[src/rtl/lp_filter_iir_pkg.sv]
// lp_filter_pkg: shared constants, types and helpers for the cascaded IIR
// low-pass filter (lp_filter_iir) and its per-section stage (lp_iir_stage).
//   DATA_W_DEF / FRAC_W_DEF / SHIFT_W_DEF / MAX_SHIFT_DEF : default geometry
//   ACC_W   : stage accumulator width (integer sample bits + guard bits)
//   DIFF_W  : signed difference width used inside each stage update
//   acc_t   : accumulator type for the default geometry
//   clamp_shift() : limits a requested smoothing shift to the supported max
package lp_filter_pkg;

  localparam int DATA_W_DEF    = 12;
  localparam int FRAC_W_DEF    = 8;
  localparam int SHIFT_W_DEF   = 4;
  localparam int MAX_SHIFT_DEF = 10;

  localparam int ACC_W  = DATA_W_DEF + FRAC_W_DEF;
  localparam int DIFF_W = ACC_W + 1;

  typedef logic [ACC_W-1:0] acc_t;

  // Requests beyond max_shift would only push the corner so low that the
  // guard bits could no longer represent the per-sample step; cap them.
  function automatic int clamp_shift(input int req, input int max_shift);
    return (req > max_shift) ? max_shift : req;
  endfunction

endpackage

[src/rtl/lp_filter_iir_if.sv]
// lp_filter_iir_if: sample stream into and out of the IIR low-pass filter.
//   clear        : synchronous flush / re-prime request
//   in_valid     : in_data carries a new sample this cycle
//   in_data      : unsigned ADC sample
//   corner_shift : requested smoothing shift k (0 = pass-through)
//   out_valid    : single-cycle pulse, out_data carries a new filtered sample
//   out_data     : filtered, rounded and saturated sample
// Modports: master = sample source / consumer, slave = the filter.
interface lp_filter_iir_if #(
  parameter int DATA_W  = 12,
  parameter int SHIFT_W = 4
);

  logic               clear;
  logic               in_valid;
  logic [DATA_W-1:0]  in_data;
  logic [SHIFT_W-1:0] corner_shift;
  logic               out_valid;
  logic [DATA_W-1:0]  out_data;

  modport master (
    output clear, in_valid, in_data, corner_shift,
    input  out_valid, out_data
  );

  modport slave (
    input  clear, in_valid, in_data, corner_shift,
    output out_valid, out_data
  );

endinterface

[src/rtl/lp_filter_iir_stage.sv]
// lp_iir_stage: one first-order exponential-moving-average section.
//   clk, rst_n : clock, asynchronous active-low reset
//   clear      : drops the valid and primed state (accumulator left stale)
//   in_valid   : acc_in / k_in carry a sample this cycle
//   acc_in     : full-precision sample (integer + guard bits)
//   k_in       : clamped smoothing shift travelling with the sample
//   out_valid  : acc_out / k_out updated by this section last cycle
//   acc_out    : section accumulator, feeds the next section unrounded
//   k_out      : shift forwarded so every section uses the sample's own k
module lp_iir_stage
  import lp_filter_pkg::*;
#(
  parameter int DATA_W  = DATA_W_DEF,
  parameter int FRAC_W  = FRAC_W_DEF,
  parameter int SHIFT_W = SHIFT_W_DEF
) (
  input  logic                     clk,
  input  logic                     rst_n,
  input  logic                     clear,
  input  logic                     in_valid,
  input  logic [DATA_W+FRAC_W-1:0] acc_in,
  input  logic [SHIFT_W-1:0]       k_in,
  output logic                     out_valid,
  output logic [DATA_W+FRAC_W-1:0] acc_out,
  output logic [SHIFT_W-1:0]       k_out
);

  localparam int ACC_BITS  = DATA_W + FRAC_W;
  localparam int DIFF_BITS = ACC_BITS + 1;

  logic                        primed;
  logic signed [DIFF_BITS-1:0] diff;
  logic signed [DIFF_BITS-1:0] step;
  logic [ACC_BITS-1:0]         acc_next;

  // acc + ((x - acc) >>> k). The result is a convex combination of x and acc,
  // so it always fits back into ACC_BITS and the truncating cast is exact.
  always_comb begin
    diff     = $signed({1'b0, acc_in}) - $signed({1'b0, acc_out});
    step     = diff >>> k_in;
    acc_next = ACC_BITS'($unsigned(step) + {1'b0, acc_out});
  end

  // The first sample after reset/clear loads the accumulator directly so the
  // output does not ramp up from zero. Idle cycles leave the state untouched.
  always_ff @(posedge clk or negedge rst_n) begin
    if (!rst_n) begin
      out_valid <= 1'b0;
      primed    <= 1'b0;
      acc_out   <= '0;
      k_out     <= '0;
    end else if (clear) begin
      out_valid <= 1'b0;
      primed    <= 1'b0;
    end else begin
      out_valid <= in_valid;
      if (in_valid) begin
        k_out <= k_in;
        if (primed) begin
          acc_out <= acc_next;
        end else begin
          acc_out <= acc_in;
          primed  <= 1'b1;
        end
      end
    end
  end

endmodule

[src/rtl/lp_filter_iir.sv]
// lp_filter_iir: cascaded first-order IIR low-pass filter for the ADC stream.
//   clk, rst_n : clock, asynchronous active-low reset
//   bus        : lp_filter_iir_if slave (clear, in_valid, in_data,
//                corner_shift in; out_valid, out_data out)
// Latency is STAGES+1 cycles (one per section plus the output register),
// one sample per clock, no backpressure.
module lp_filter_iir
  import lp_filter_pkg::*;
#(
  parameter int DATA_W    = DATA_W_DEF,
  parameter int FRAC_W    = FRAC_W_DEF,
  parameter int STAGES    = 2,
  parameter int SHIFT_W   = SHIFT_W_DEF,
  parameter int MAX_SHIFT = MAX_SHIFT_DEF
) (
  input logic            clk,
  input logic            rst_n,
  lp_filter_iir_if.slave bus
);

  localparam int ACC_BITS = DATA_W + FRAC_W;
  localparam logic [ACC_BITS:0] HALF_LSB = (ACC_BITS+1)'(1) << (FRAC_W - 1);

  logic [STAGES:0]     valid_chain;
  logic [ACC_BITS-1:0] acc_chain [STAGES+1];
  logic [SHIFT_W-1:0]  k_chain   [STAGES+1];
  logic [DATA_W:0]     rounded;
  logic                out_valid_q;
  logic [DATA_W-1:0]   out_data_q;

  // Entry point of the chain: the sample gains FRAC_W zero guard bits and the
  // requested shift is clamped once, then carried alongside the sample.
  always_comb begin
    valid_chain[0] = bus.in_valid;
    acc_chain[0]   = {bus.in_data, {FRAC_W{1'b0}}};
    k_chain[0]     = SHIFT_W'(clamp_shift(32'(bus.corner_shift), MAX_SHIFT));
  end

  for (genvar i = 0; i < STAGES; i++) begin : g_stage
    lp_iir_stage #(
      .DATA_W (DATA_W),
      .FRAC_W (FRAC_W),
      .SHIFT_W(SHIFT_W)
    ) u_stage (
      .clk      (clk),
      .rst_n    (rst_n),
      .clear    (bus.clear),
      .in_valid (valid_chain[i]),
      .acc_in   (acc_chain[i]),
      .k_in     (k_chain[i]),
      .out_valid(valid_chain[i+1]),
      .acc_out  (acc_chain[i+1]),
      .k_out    (k_chain[i+1])
    );
  end

  // Round half-up to the integer grid; the extra top bit flags the only
  // overflow case (full-scale plus one half LSB).
  always_comb begin
    rounded = (DATA_W+1)'(({1'b0, acc_chain[STAGES]} + HALF_LSB) >> FRAC_W);
  end

  // out_data holds between pulses; clear only kills the pending pulse.
  always_ff @(posedge clk or negedge rst_n) begin
    if (!rst_n) begin
      out_valid_q <= 1'b0;
      out_data_q  <= '0;
    end else if (bus.clear) begin
      out_valid_q <= 1'b0;
    end else begin
      out_valid_q <= valid_chain[STAGES];
      if (valid_chain[STAGES]) begin
        out_data_q <= rounded[DATA_W] ? '1 : rounded[DATA_W-1:0];
      end
    end
  end

  assign bus.out_valid = out_valid_q;
  assign bus.out_data  = out_data_q;

endmodule

[src/flat_wrapper.sv]
// flat-port wrapper written by rule: the top's interface ports become plain ports
module lp_filter_iir_flat import lp_filter_pkg::*;
#(
  parameter int DATA_W    = DATA_W_DEF,
  parameter int FRAC_W    = FRAC_W_DEF,
  parameter int STAGES    = 2,
  parameter int SHIFT_W   = SHIFT_W_DEF,
  parameter int MAX_SHIFT = MAX_SHIFT_DEF
)
  (clk, rst_n, bus_clear, bus_in_valid, bus_in_data, bus_corner_shift, bus_out_valid, bus_out_data);
  lp_filter_iir_if #(.DATA_W(DATA_W), .SHIFT_W(SHIFT_W)) bus_i ();
  input logic clk;
  input logic rst_n;
  input wire logic [$bits(bus_i.clear)-1:0] bus_clear;
  input wire logic [$bits(bus_i.in_valid)-1:0] bus_in_valid;
  input wire logic [$bits(bus_i.in_data)-1:0] bus_in_data;
  input wire logic [$bits(bus_i.corner_shift)-1:0] bus_corner_shift;
  output wire logic [$bits(bus_i.out_valid)-1:0] bus_out_valid;
  output wire logic [$bits(bus_i.out_data)-1:0] bus_out_data;
  assign bus_i.clear = bus_clear;
  assign bus_i.in_valid = bus_in_valid;
  assign bus_i.in_data = bus_in_data;
  assign bus_i.corner_shift = bus_corner_shift;
  assign bus_out_valid = bus_i.out_valid;
  assign bus_out_data = bus_i.out_data;
  lp_filter_iir #(.DATA_W(DATA_W), .FRAC_W(FRAC_W), .STAGES(STAGES), .SHIFT_W(SHIFT_W), .MAX_SHIFT(MAX_SHIFT)) u_core (.clk(clk), .rst_n(rst_n), .bus(bus_i));
endmodule
[config.mk]
export PLATFORM = sky130hd
export DESIGN_NAME = lp_filter_iir_flat
export DESIGN_NICKNAME = d
export VERILOG_FILES = /design/src/rtl/lp_filter_iir_pkg.sv /design/src/rtl/lp_filter_iir_if.sv /design/src/rtl/lp_filter_iir_stage.sv /design/src/rtl/lp_filter_iir.sv /design/src/flat_wrapper.sv
export SDC_FILE = /design/constraint.sdc
export NUM_CORES = 1
export LEC_CHECK = 0
export ABC_CLOCK_PERIOD_IN_PS = 4850
export CORE_MARGIN = 4
export CORE_UTILIZATION = 45
export DETAILED_ROUTE_END_ITERATION = 8
export PLACE_DENSITY = 0.69
export SYNTH_ARGS = -nofsm -noshare
export SYNTH_HDL_FRONTEND = slang
export SYNTH_SLANG_ARGS = --single-unit
[constraint.sdc]
create_clock -name clk -period 4.85 [get_ports clk]
set_input_delay 0.97 -clock clk [delete_from_list [all_inputs] [get_ports clk]]
set_output_delay 0.97 -clock clk [all_outputs]
set_load 0.005 [all_outputs]
==> results of run 1 <==
[state kept, by name, indices dropped and copies added, names as in the netlist]
name,flops
u_core.g_stage.u_stage.k_out,4
u_core.g_stage.u_stage.acc_out,40
u_core.g_stage.u_stage.out_valid,2
u_core.bus.out_data,12
u_core.g_stage.u_stage.primed,2
u_core.bus.out_valid,1
[synthesized netlist by cell type, types with 16 or more instances]
library cell | number | area [um^2]
o21ai_0 | 104 | 521
nand2_1 | 103 | 387
nor2_1 | 80 | 300
a21oi_1 | 78 | 390
ha_1 | 72 | 901
mux2i_1 | 69 | 691
inv_1 | 68 | 255
dfrtp_1 | 61 | 1530
xnor2_1 | 49 | 429
clkbuf_1 | 36 | 135
o211ai_1 | 24 | 180
nand3_1 | 21 | 105
a21o_1 | 20 | 150
nor3_1 | 20 | 100
xor2_1 | 18 | 158
a211oi_1 | 16 | 120
a31oi_1 | 16 | 100
[repair_timing]
item                                    4_1_cts  5_1_grt
endpoints found under the setup margin       24       24
gates resized for setup                      85      100
buffers inserted                             23       23
endpoints found under the hold margin         0        0
pin swaps                                    54       69
[metal layers]
layer  wire length (um)  GRT usage, %
met1              12200          33.3
met2              13900          45.6
met3               1480          3.79
met4                689          7.88
met5                  0             0
[cells by family after synthesis]
family                   count (synthesis)  synth area share, %
XOR/XNOR                                67                 7.10
AO/OA/AOI/OAI                          349                 27.2
flip-flops                              61                 18.5
buffers and inverters                  116                 5.48
adder cells (fa/ha/maj)                 75                 11.6
AND/OR/NAND/NOR                        310                 18.2
multiplexers                            86                 11.9
[worst paths after layout]
path / start / to / slack [ns]
min in group asynchronous: rst_n / u_core.g_stage[0].u_stage.acc_out[19] / 0.65
max in group asynchronous: rst_n / u_core.g_stage[0].u_stage.acc_out[1] / 3.25
setup / recovery: u_core.g_stage[0].u_stage.acc_out[0] / u_core.g_stage[1].u_stage.acc_out[19] / -0.39
hold / removal: u_core.bus.out_data[8] / u_core.bus.out_data[8] / 0.48
setup reg to reg: u_core.g_stage[0].u_stage.acc_out[0] / u_core.g_stage[1].u_stage.acc_out[19] / -0.39
hold reg to reg: u_core.bus.out_data[8] / u_core.bus.out_data[8] / 0.48
[worst register-to-register path: stages (launching register included)]
cell	delay, ns
dfrtp_1	0.38
inv_2	0.11
ha_4	0.15
inv_2	0.03
fa_2	0.35
a211oi_2	0.26
o211ai_1	0.21
nand3_1	0.19
o211a_1	0.24
buf_6	0.11
xor2_1	0.06
mux4_2	0.51
buf_4	0.16
nor2_2	0.09
a21oi_2	0.04
o2bb2ai_2	0.20
ha_2	0.33
a21oi_1	0.20
o21bai_1	0.10
a41o_1	0.28
o311ai_4	0.29
a31oi_2	0.17
a31oi_2	0.23
buf_4	0.16
nor3_2	0.03
nand4b_1	0.18
o211ai_1	0.10
[area by class of cell]
| cell class | count | area (um^2) | area share [%] |
|---|---|---|---|
| Sequential cell | 61 | 1530 | 12.5 |
| Inverter | 70 | 263 | 2.15 |
| Multi-Input combinational cell | 887 | 7070 | 57.7 |
| Clock inverter | 7 | 62.6 | 0.511 |
| Clock buffer | 9 | 225 | 1.84 |
| Tap cell | 229 | 287 | 2.34 |
| Timing Repair Buffer | 358 | 2810 | 23.0 |
[stage by stage]
stage                     setup TNS, ns  cells
final                             -2.53   1621
after global routing              -4.95   1621
after CTS                         -1.29   1604
after detailed placement         -10.96   1570
after global placement            -8.25   1570
after floorplan                  -0.223   1064
==> qor.csv, run 1 <==
stage,metric,value,unit
layout,n_diodes,0,
floorplan,Top Ports,33,
worst_setup_path,crit start category,register,
floorplan,Die X,144,um
routing,Avg Vias per Cell,5.80,
worst_setup_path,critical path buffer and inverter count,5,
layout,area delta synth->final,48.0,%
logic_synthesis,number of synthesized register bits,61,
logic_synthesis,syn avg cell area,7.77,um^2
clock_tree,CTS root buffer,clkbuf_16,
logic_synthesis,number of distinct library cells after synthesis,80,
floorplan,core area,18000,um^2
status,status,finished with violations,
worst_setup_path,Slowest cell on crit path,mux4_2,
clock_tree,Post-CTS Hold Buffers,0,
layout,"most common cell after layout, fill and taps aside",buf_4,
timing,worst hold slack,0.479,ns
routing,ANT nets after route,0,
clock_tree,"Clk Latency, worst-skew pair",0.34,ns
routing,Initial DRC Count,630,
timing,RSZ-0062 raised after global routing,true,
clock_tree,H-tree levels,3,
routing,drt pass-1 iters,5,
worst_setup_path,cell family with most CP delay,compound AO/OA/AOI/OAI gates,
placed_design,pre-CTS setup slack,-1.12,ns
global_route,antenna violations before repair,0,
global_route,GRT overflow,0,
status,failing checks,negative setup slack,
timing,Final Max Slew Viols,0,
global_route,All-Layer GR Usage,26.1,%
routing,vias,9408,
placed_design,Final HPWL DP,21200,um
timing,Clock Skews,0.0118,ns
worst_setup_path,Stages on worst setup path,26,
timing,Final min period,5.24,ns
logic_synthesis,post-synthesis instance total,1064,
worst_setup_path,CP Class,register to register,
timing,Final WS setup,-0.386,ns
worst_setup_path,crit-path max FO,3,
floorplan,Die ar.,20600,um^2
logic_synthesis,Main synth FF type,dfrtp_1,
placed_design,DP Area,10900,um^2
layout,final instance area,12200,um^2
global_route,number of global-route vias before repair,9160,
global_route,first-pass GRT wire length,43600,um
run,max cap viols,0,
timing,Final Setup Violations,12,
logic_synthesis,"Seq/Total Area, Yosys",18.5,%
clock_tree,CTS tree,built,
timing,Slew @ Worst Pin,0.835,ns
clock_tree,clock tree buffer depth,2,
logic_synthesis,"Net Count, Synth",1159,
worst_setup_path,"slowest stage delay, CP",0.51,ns
routing,DR DRC count,0,
placed_design,count of port buffers added during placement,32,
floorplan,Site Rows,49,
logic_synthesis,YS warnings,0,
layout,final net count,1482,
global_route,largest net degree at the start of global routing,37,
layout,fill count,1408,
worst_hold_path,Min-Delay Path Depth,2,
timing,Final Hold Vio Count,0,
floorplan,Die Y,144,um
worst_setup_path,R2R depth,26,
layout,"commonest cells after routing, fill and taps aside","315 x buf_4, 100 x nand2_1, 75 x nor2_1",
layout,share of layout cells above drive strength 1,35.8,%
routing,Detailed Route WL,28300,um
logic_synthesis,Post-synth EDFFs,0,
timing,fin crit share,108,%
floorplan,Starting Density,45.9,%
worst_setup_path,crit end category,register,
worst_setup_path,Worst EP required,5.11,ns
layout,Finished Core Util,67.9,%
worst_setup_path,crit path DAT,5.49,ns
clock_tree,# clock sinks,61,
routing,wire per inst,17.4,um
timing,Worst slew margin,43.6,%
clock_tree,CTS buffer count,9,
placed_design,Placer Congestion,0.929,
logic_synthesis,synthesized cell area,8270,um^2
logic_synthesis,post-synthesis async set-or-reset flop share,100,%
worst_hold_path,Min-Delay Path Class,register to register,
timing,fmax,0.191,GHz
clock_tree,"CTS clk-pin slew, worst paths",0.06,ns
Power of run 1 is left out: the tool's default activity adds up to more than one toggle a clock period on the data nets, which glitch-free logic cannot reach.
==> inputs of run 2 (changes only) <==
Settings changed: CORE_MARGIN 4 to 10.
==> qor.csv, run 2 (synthesis results as in run 1) <==
stage,metric,value,unit,change
layout,Finished Core Util,67.6,%,-0.37 points
floorplan,Die ar.,24200,um^2,+17%
clock_tree,CTS root buffer,clkbuf_16,,
layout,"most common cell after layout, fill and taps aside",buf_4,,
timing,Final Max Slew Viols,0,,unchanged
global_route,first-pass GRT wire length,45100,um,+3.5%
placed_design,pre-CTS setup slack,-1.11,ns,+0.00252 ns
worst_setup_path,crit start category,input port,,
global_route,antenna violations before repair,0,,unchanged
routing,Avg Vias per Cell,5.82,,+0.29%
timing,Slew @ Worst Pin,0.978,ns,+0.143 ns
worst_hold_path,Min-Delay Path Class,register to register,,
clock_tree,H-tree levels,3,,unchanged
timing,Final Setup Violations,10,,-2
routing,wire per inst,17.7,um,+1.4%
layout,area delta synth->final,47.2,%,
layout,Multi-input gate area,7070,um^2,about the same
routing,ANT nets after route,0,,unchanged
clock_tree,"Clk Latency, worst-skew pair",0.34,ns,about the same
routing,drt pass-1 iters,5,,unchanged
timing,fmax,0.192,GHz,+0.71%
layout,n_diodes,0,,unchanged
floorplan,Starting Density,45.9,%,unchanged
routing,vias,9395,,-0.14%
global_route,GRT overflow,0,,unchanged
placed_design,Placer Congestion,0.926,,-0.23%
layout,max reg flops,40,,unchanged
layout,most flop-heavy register,u_core.g_stage.u_stage.acc_out,,
layout,share of layout cells above drive strength 1,35.7,%,-0.18 points
floorplan,Top Ports,33,,unchanged
placed_design,Final HPWL DP,21300,um,+0.48%
global_route,All-Layer GR Usage,22.5,%,-3.5 points
status,status,finished with violations,,
floorplan,Die X,156,um,+8.4%
timing,setup TNS,-2.12,ns,+0.414 ns
worst_setup_path,crit-path max FO,3,,unchanged
timing,RSZ-0062 raised after global routing,true,,
floorplan,core area,18000,um^2,unchanged
worst_setup_path,CP Class,input port to register,,
clock_tree,# clock sinks,61,,unchanged
routing,Initial DRC Count,758,,+20%
placed_design,count of port buffers added during placement,32,,unchanged
timing,Worst slew margin,34.8,%,-8.8 points
worst_setup_path,Worst EP required,5.08,ns,-0.03 ns
timing,Clock Skews,0.00916,ns,-0.00267 ns
worst_setup_path,crit end category,register,,
timing,Final Hold Vio Count,0,,unchanged
worst_setup_path,crit path DAT,5.43,ns,-0.06 ns
layout,fill count,1482,,+5.3%
global_route,largest net degree at the start of global routing,46,,+24%
routing,DR DRC count,0,,unchanged
routing,Detailed Route WL,28500,um,+0.99%
clock_tree,CTS buffer count,9,,unchanged
floorplan,Die Y,156,um,+8.4%
global_route,number of global-route vias before repair,9071,,-0.97%
timing,Final WS setup,-0.349,ns,+0.0372 ns
status,failing checks,negative setup slack,,
floorplan,Site Rows,49,,unchanged
layout,"commonest cells after routing, fill and taps aside","314 x buf_4, 102 x nand2_1, 73 x nor2_1, 73 x o21ai_0, 66 x inv_1",,
layout,final net count,1475,,-0.47%
timing,fin crit share,107,%,-0.77 points
clock_tree,"CTS clk-pin slew, worst paths",0.06,ns,about the same
run,max cap viols,0,,unchanged
layout,Sequential Area,1530,um^2,about the same
timing,Final min period,5.20,ns,-0.0372 ns
clock_tree,CTS tree,built,,
clock_tree,clock tree buffer depth,2,,unchanged
-- run 2: changes by cell type in the layout (fill, tap and decap cells not counted), moves of 3 or more --
cell and change:
buf_6 -6, a31oi_1 -3, ha_1 +3, xnor2_1 +4, mux2i_2 +4, xnor2_2 -4, o21ai_2 -3, o21ai_0 +4
a31oi_4 +3, mux2i_1 -3
-- run 2: path summary, 6_finish.rpt --
check	startpoint	endpoint	slack [ns]	depth (start not counted)
max	bus_in_data[1]	u_core.g_stage[0].u_stage.acc_out[19]	-0.35	22
min in group asynchronous	rst_n	u_core.g_stage[0].u_stage.primed	0.79	1
min reg2reg	u_core.bus.out_data[11]	u_core.bus.out_data[11]	0.49	2
max in group asynchronous	rst_n	u_core.g_stage[1].u_stage.acc_out[15]	3.19	2
max reg2reg	u_core.g_stage[1].u_stage.acc_out[11]	u_core.g_stage[1].u_stage.acc_out[18]	-0.35	20
min	u_core.bus.out_data[11]	u_core.bus.out_data[11]	0.49	2
-- run 2: metrics by stage --
stage                     instance area (um^2)  cells  hold WS, ns
after global routing                     12200   1614        0.521
final                                    12200   1614        0.492
after detailed placement                 10900   1570        0.479
after CTS                                11800   1605        0.490
after floorplan                           8330   1064        0.461
after global placement                   10900   1570        0.467
-- run 2: layout make-up --
cell class	count	area share (%)
clock inverter	7	0.637
multi-input combinational	887	58.1
inverter	70	2.16
clock buffer	9	1.85
timing repair buffer	351	22.4
sequential	61	12.5
tap	229	2.35
-- run 2: metal layers --
metal | part of all wire (%) | track usage (%) | wire (um)
met5 | 0 | 0 | 0
met4 | 3.1 | 9.14 | 890
met3 | 4.9 | 2.07 | 1400
met2 | 49 | 38.3 | 13900
met1 | 43 | 28.7 | 12300
-- run 2: what timing repair did --
item | in CTS | in global routing
resized for setup | 99 | 75
setup buffers | 21 | 11
setup endpoints to repair | 25 | 26
pin swaps | 70 | 39
hold buffers | 0 | 0
gates cloned | 0 | 0
-- run 2: worst max-delay path, cell delays in order --
cell	delay, ns
clkdlybuf4s15_1	0.22
ha_4	0.24
and2_4	0.14
a221oi_4	0.26
nand3_2	0.13
and4_4	0.23
buf_4	0.15
nor3_2	0.21
nor3_2	0.10
buf_4	0.16
o311ai_0	0.43
a21boi_2	0.25
ha_1	0.25
inv_1	0.11
nor4_2	0.06
a21o_1	0.18
o211ai_1	0.24
o21ai_1	0.13
o41a_1	0.41
a21oi_1	0.13
and4b_1	0.20
a211o_1	0.22
Power of run 2 is left out for the same reason.
==> inputs of run 3 (changes only) <==
Settings changed: ABC_CLOCK_PERIOD_IN_PS 4850 to 4700.
Clock period 4.85 ns to 4.7 ns, I/O delays scaled along.
==> qor.csv, run 3 (synthesis results as in run 1) <==
stage,metric,value,unit,change
routing,Detailed Route WL,28600,um,+0.28%
floorplan,Site Rows,49,,unchanged
status,failing checks,negative setup slack,,
worst_setup_path,Worst EP required,4.92,ns,-0.16 ns
timing,Final Setup Violations,21,,+11
worst_setup_path,CP Class,input port to register,,
floorplan,Starting Density,45.9,%,unchanged
layout,most flop-heavy register,u_core.g_stage.u_stage.acc_out,,
layout,Finished Layout Cells,1625,,+0.68%
global_route,antenna violations before repair,0,,unchanged
worst_setup_path,"slowest stage delay, CP",0.40,ns,-0.03 ns
worst_setup_path,Slowest cell on crit path,o41a_1,,
clock_tree,CTS tree,built,,
placed_design,Inst Count DP,1573,,+0.19%
floorplan,core area,18000,um^2,unchanged
routing,wire per inst,17.6,um,-0.40%
global_route,All-Layer GR Usage,22.0,%,-0.55 points
layout,"most common cell after layout, fill and taps aside",buf_4,,
worst_setup_path,critical path buffer and inverter count,7,,+3
timing,Clock Skews,0.00876,ns,-0.000396 ns
timing,RSZ-0062 raised after global routing,true,,
routing,drt pass-1 iters,6,,+1
worst_setup_path,cell family with most CP delay,compound AO/OA/AOI/OAI gates,,
worst_setup_path,crit-path max FO,3,,unchanged
status,status,finished with violations,,
layout,"commonest cells after routing, fill and taps aside","320 x buf_4, 102 x nand2_1, 74 x nor2_1",,
floorplan,Die X,156,um,unchanged
clock_tree,clock tree buffer depth,2,,unchanged
clock_tree,"Clk Latency, worst-skew pair",0.33,ns,about the same
worst_hold_path,Worst Min Path Start,u_core.bus.out_data[11],,
clock_tree,CTS buffer count,9,,unchanged
floorplan,Die ar.,24200,um^2,unchanged
worst_setup_path,R2R Path Start,u_core.g_stage[0].u_stage.acc_out[0],,
worst_setup_path,crit start category,input port,,
placed_design,Final HPWL DP,21900,um,+2.6%
routing,DR DRC count,0,,unchanged
global_route,first-pass GRT wire length,44300,um,-1.7%
worst_hold_path,Min-Delay Path Class,register to register,,
clock_tree,# clock sinks,61,,unchanged
timing,Final min period,5.24,ns,
run,max cap viols,0,,unchanged
worst_setup_path,CP cell instances,buf_8 -> ha_4 -> nor4b_4 -> buf_4 -> buf_6 -> nand4_1 -> nand3_2 -> buf_4 -> a31oi_1 -> nor4_2 -> nor3_2 -> buf_4 -> o311ai_0 -> a21boi_0 -> ha_1 -> inv_1 -> nor4_2 -> a21o_1 -> o211ai_1 -> o21ai_1 -> o41a_1 -> buf_4 -> xnor2_1 -> a211o_1,,
worst_setup_path,Crit. Startpoint,bus_in_data[0],,
routing,Avg Vias per Cell,5.81,,-0.13%
floorplan,Top Ports,33,,unchanged
layout,area delta synth->final,48.6,%,
timing,fmax,0.191,GHz,
clock_tree,H-tree levels,3,,unchanged
timing,fin crit share,111,%,
timing,Final Max Slew Viols,0,,unchanged
routing,Initial DRC Count,513,,-32%
routing,ANT nets after route,0,,unchanged
layout,share of layout cells above drive strength 1,37.0,%,+1.4 points
timing,Worst slew margin,41.0,%,+6.2 points
layout,final net count,1486,,+0.75%
worst_setup_path,crit end category,register,,
global_route,number of global-route vias before repair,9004,,-0.74%
placed_design,count of port buffers added during placement,32,,unchanged
timing,Final Hold Vio Count,0,,unchanged
floorplan,Die Y,156,um,unchanged
timing,worst hold slack,0.480,ns,-0.0112 ns
placed_design,pre-CTS setup slack,-1.22,ns,-0.103 ns
timing,Final WS setup,-0.538,ns,-0.189 ns
worst_setup_path,"Top cell by count, worst path",buf_4,,
layout,max reg flops,40,,unchanged
clock_tree,CTS root buffer,clkbuf_16,,
clock_tree,"CTS clk-pin slew, worst paths",0.06,ns,about the same
worst_setup_path,crit path DAT,5.46,ns,+0.03 ns
global_route,largest net degree at the start of global routing,37,,-20%
clock_tree,Post-CTS Hold Buffers,0,,unchanged
global_route,GRT overflow,0,,unchanged
placed_design,Placer Congestion,0.935,,+0.90%
timing,Slew @ Worst Pin,0.884,ns,-0.0934 ns
routing,vias,9447,,+0.55%
layout,n_diodes,0,,unchanged
run 3: repair_timing:
action,in CTS,in global routing
pin swaps,62,60
cloned,0,0
gates resized for setup,88,96
setup buffers,26,20
endpoints found under the setup margin,25,26
run 3: final timing paths:
kind | end | slack (ns) | depth (start not counted)
worst max-delay path | u_core.g_stage[0].u_stage.acc_out[19] | -0.54 | 24
max in group asynchronous | u_core.g_stage[0].u_stage.acc_out[1] | 3.05 | 2
worst max register to register | u_core.g_stage[1].u_stage.acc_out[19] | -0.52 | 24
min in group asynchronous | u_core.g_stage[0].u_stage.acc_out[17] | 0.73 | 1
worst min-delay path | u_core.bus.out_data[11] | 0.48 | 2
worst min register to register | u_core.bus.out_data[11] | 0.48 | 2
run 3: through the flow:
step	utilization (%)	TNS, ns	cell area, um^2
2_1_floorplan	-	-0.358	8380
5_1_grt	68.2	-9.99	12300
6_report	68.2	-4.95	12300
3_5_place_dp	61.0	-14.20	11000
4_1_cts	65.3	-3.75	11800
3_3_place_gp	61.0	-11.60	11000
run 3: area by class of cell:
type / instances / area, um^2
inverter: 70 / 263
clock buffer: 10 / 229
sequential: 61 / 1530
multi-input combinational: 887 / 7070
clock inverter: 6 / 95.1
tap: 229 / 287
fill: 1440 / 5730
timing repair buffer: 362 / 2820
run 3: layer usage:
| metal | up-vias | wire length, um | track usage (%) |
|---|---|---|---|
| li1 | 4588 | - | - |
| met1 | 4542 | 12500 | 28.0 |
| met2 | 266 | 14300 | 38.8 |
| met3 | 51 | 1150 | 1.43 |
| met4 | 0 | 670 | 6.68 |
| met5 | - | 0 | 0 |
run 3: worst reg2reg max path, cell delays in order (launching register included):
cell and delay, ns:
dfrtp_1 0.39, inv_2 0.10, ha_4 0.14, inv_2 0.04, fa_2 0.39, a211oi_2 0.25, o211ai_1 0.19, nand3_2 0.14
nor3b_4 0.24, nor2_1 0.13, xnor2_2 0.19, mux4_2 0.50, mux2i_2 0.22, mux2i_2 0.14, ha_1 0.36, nor3_2 0.16
nor2_2 0.07, a41o_1 0.29, o311ai_2 0.28, a31oi_1 0.16, a31oi_1 0.27, buf_4 0.17, nor3_2 0.03, nand4b_1 0.18
o211ai_1 0.11
Power of run 3 is left out for the same reason.
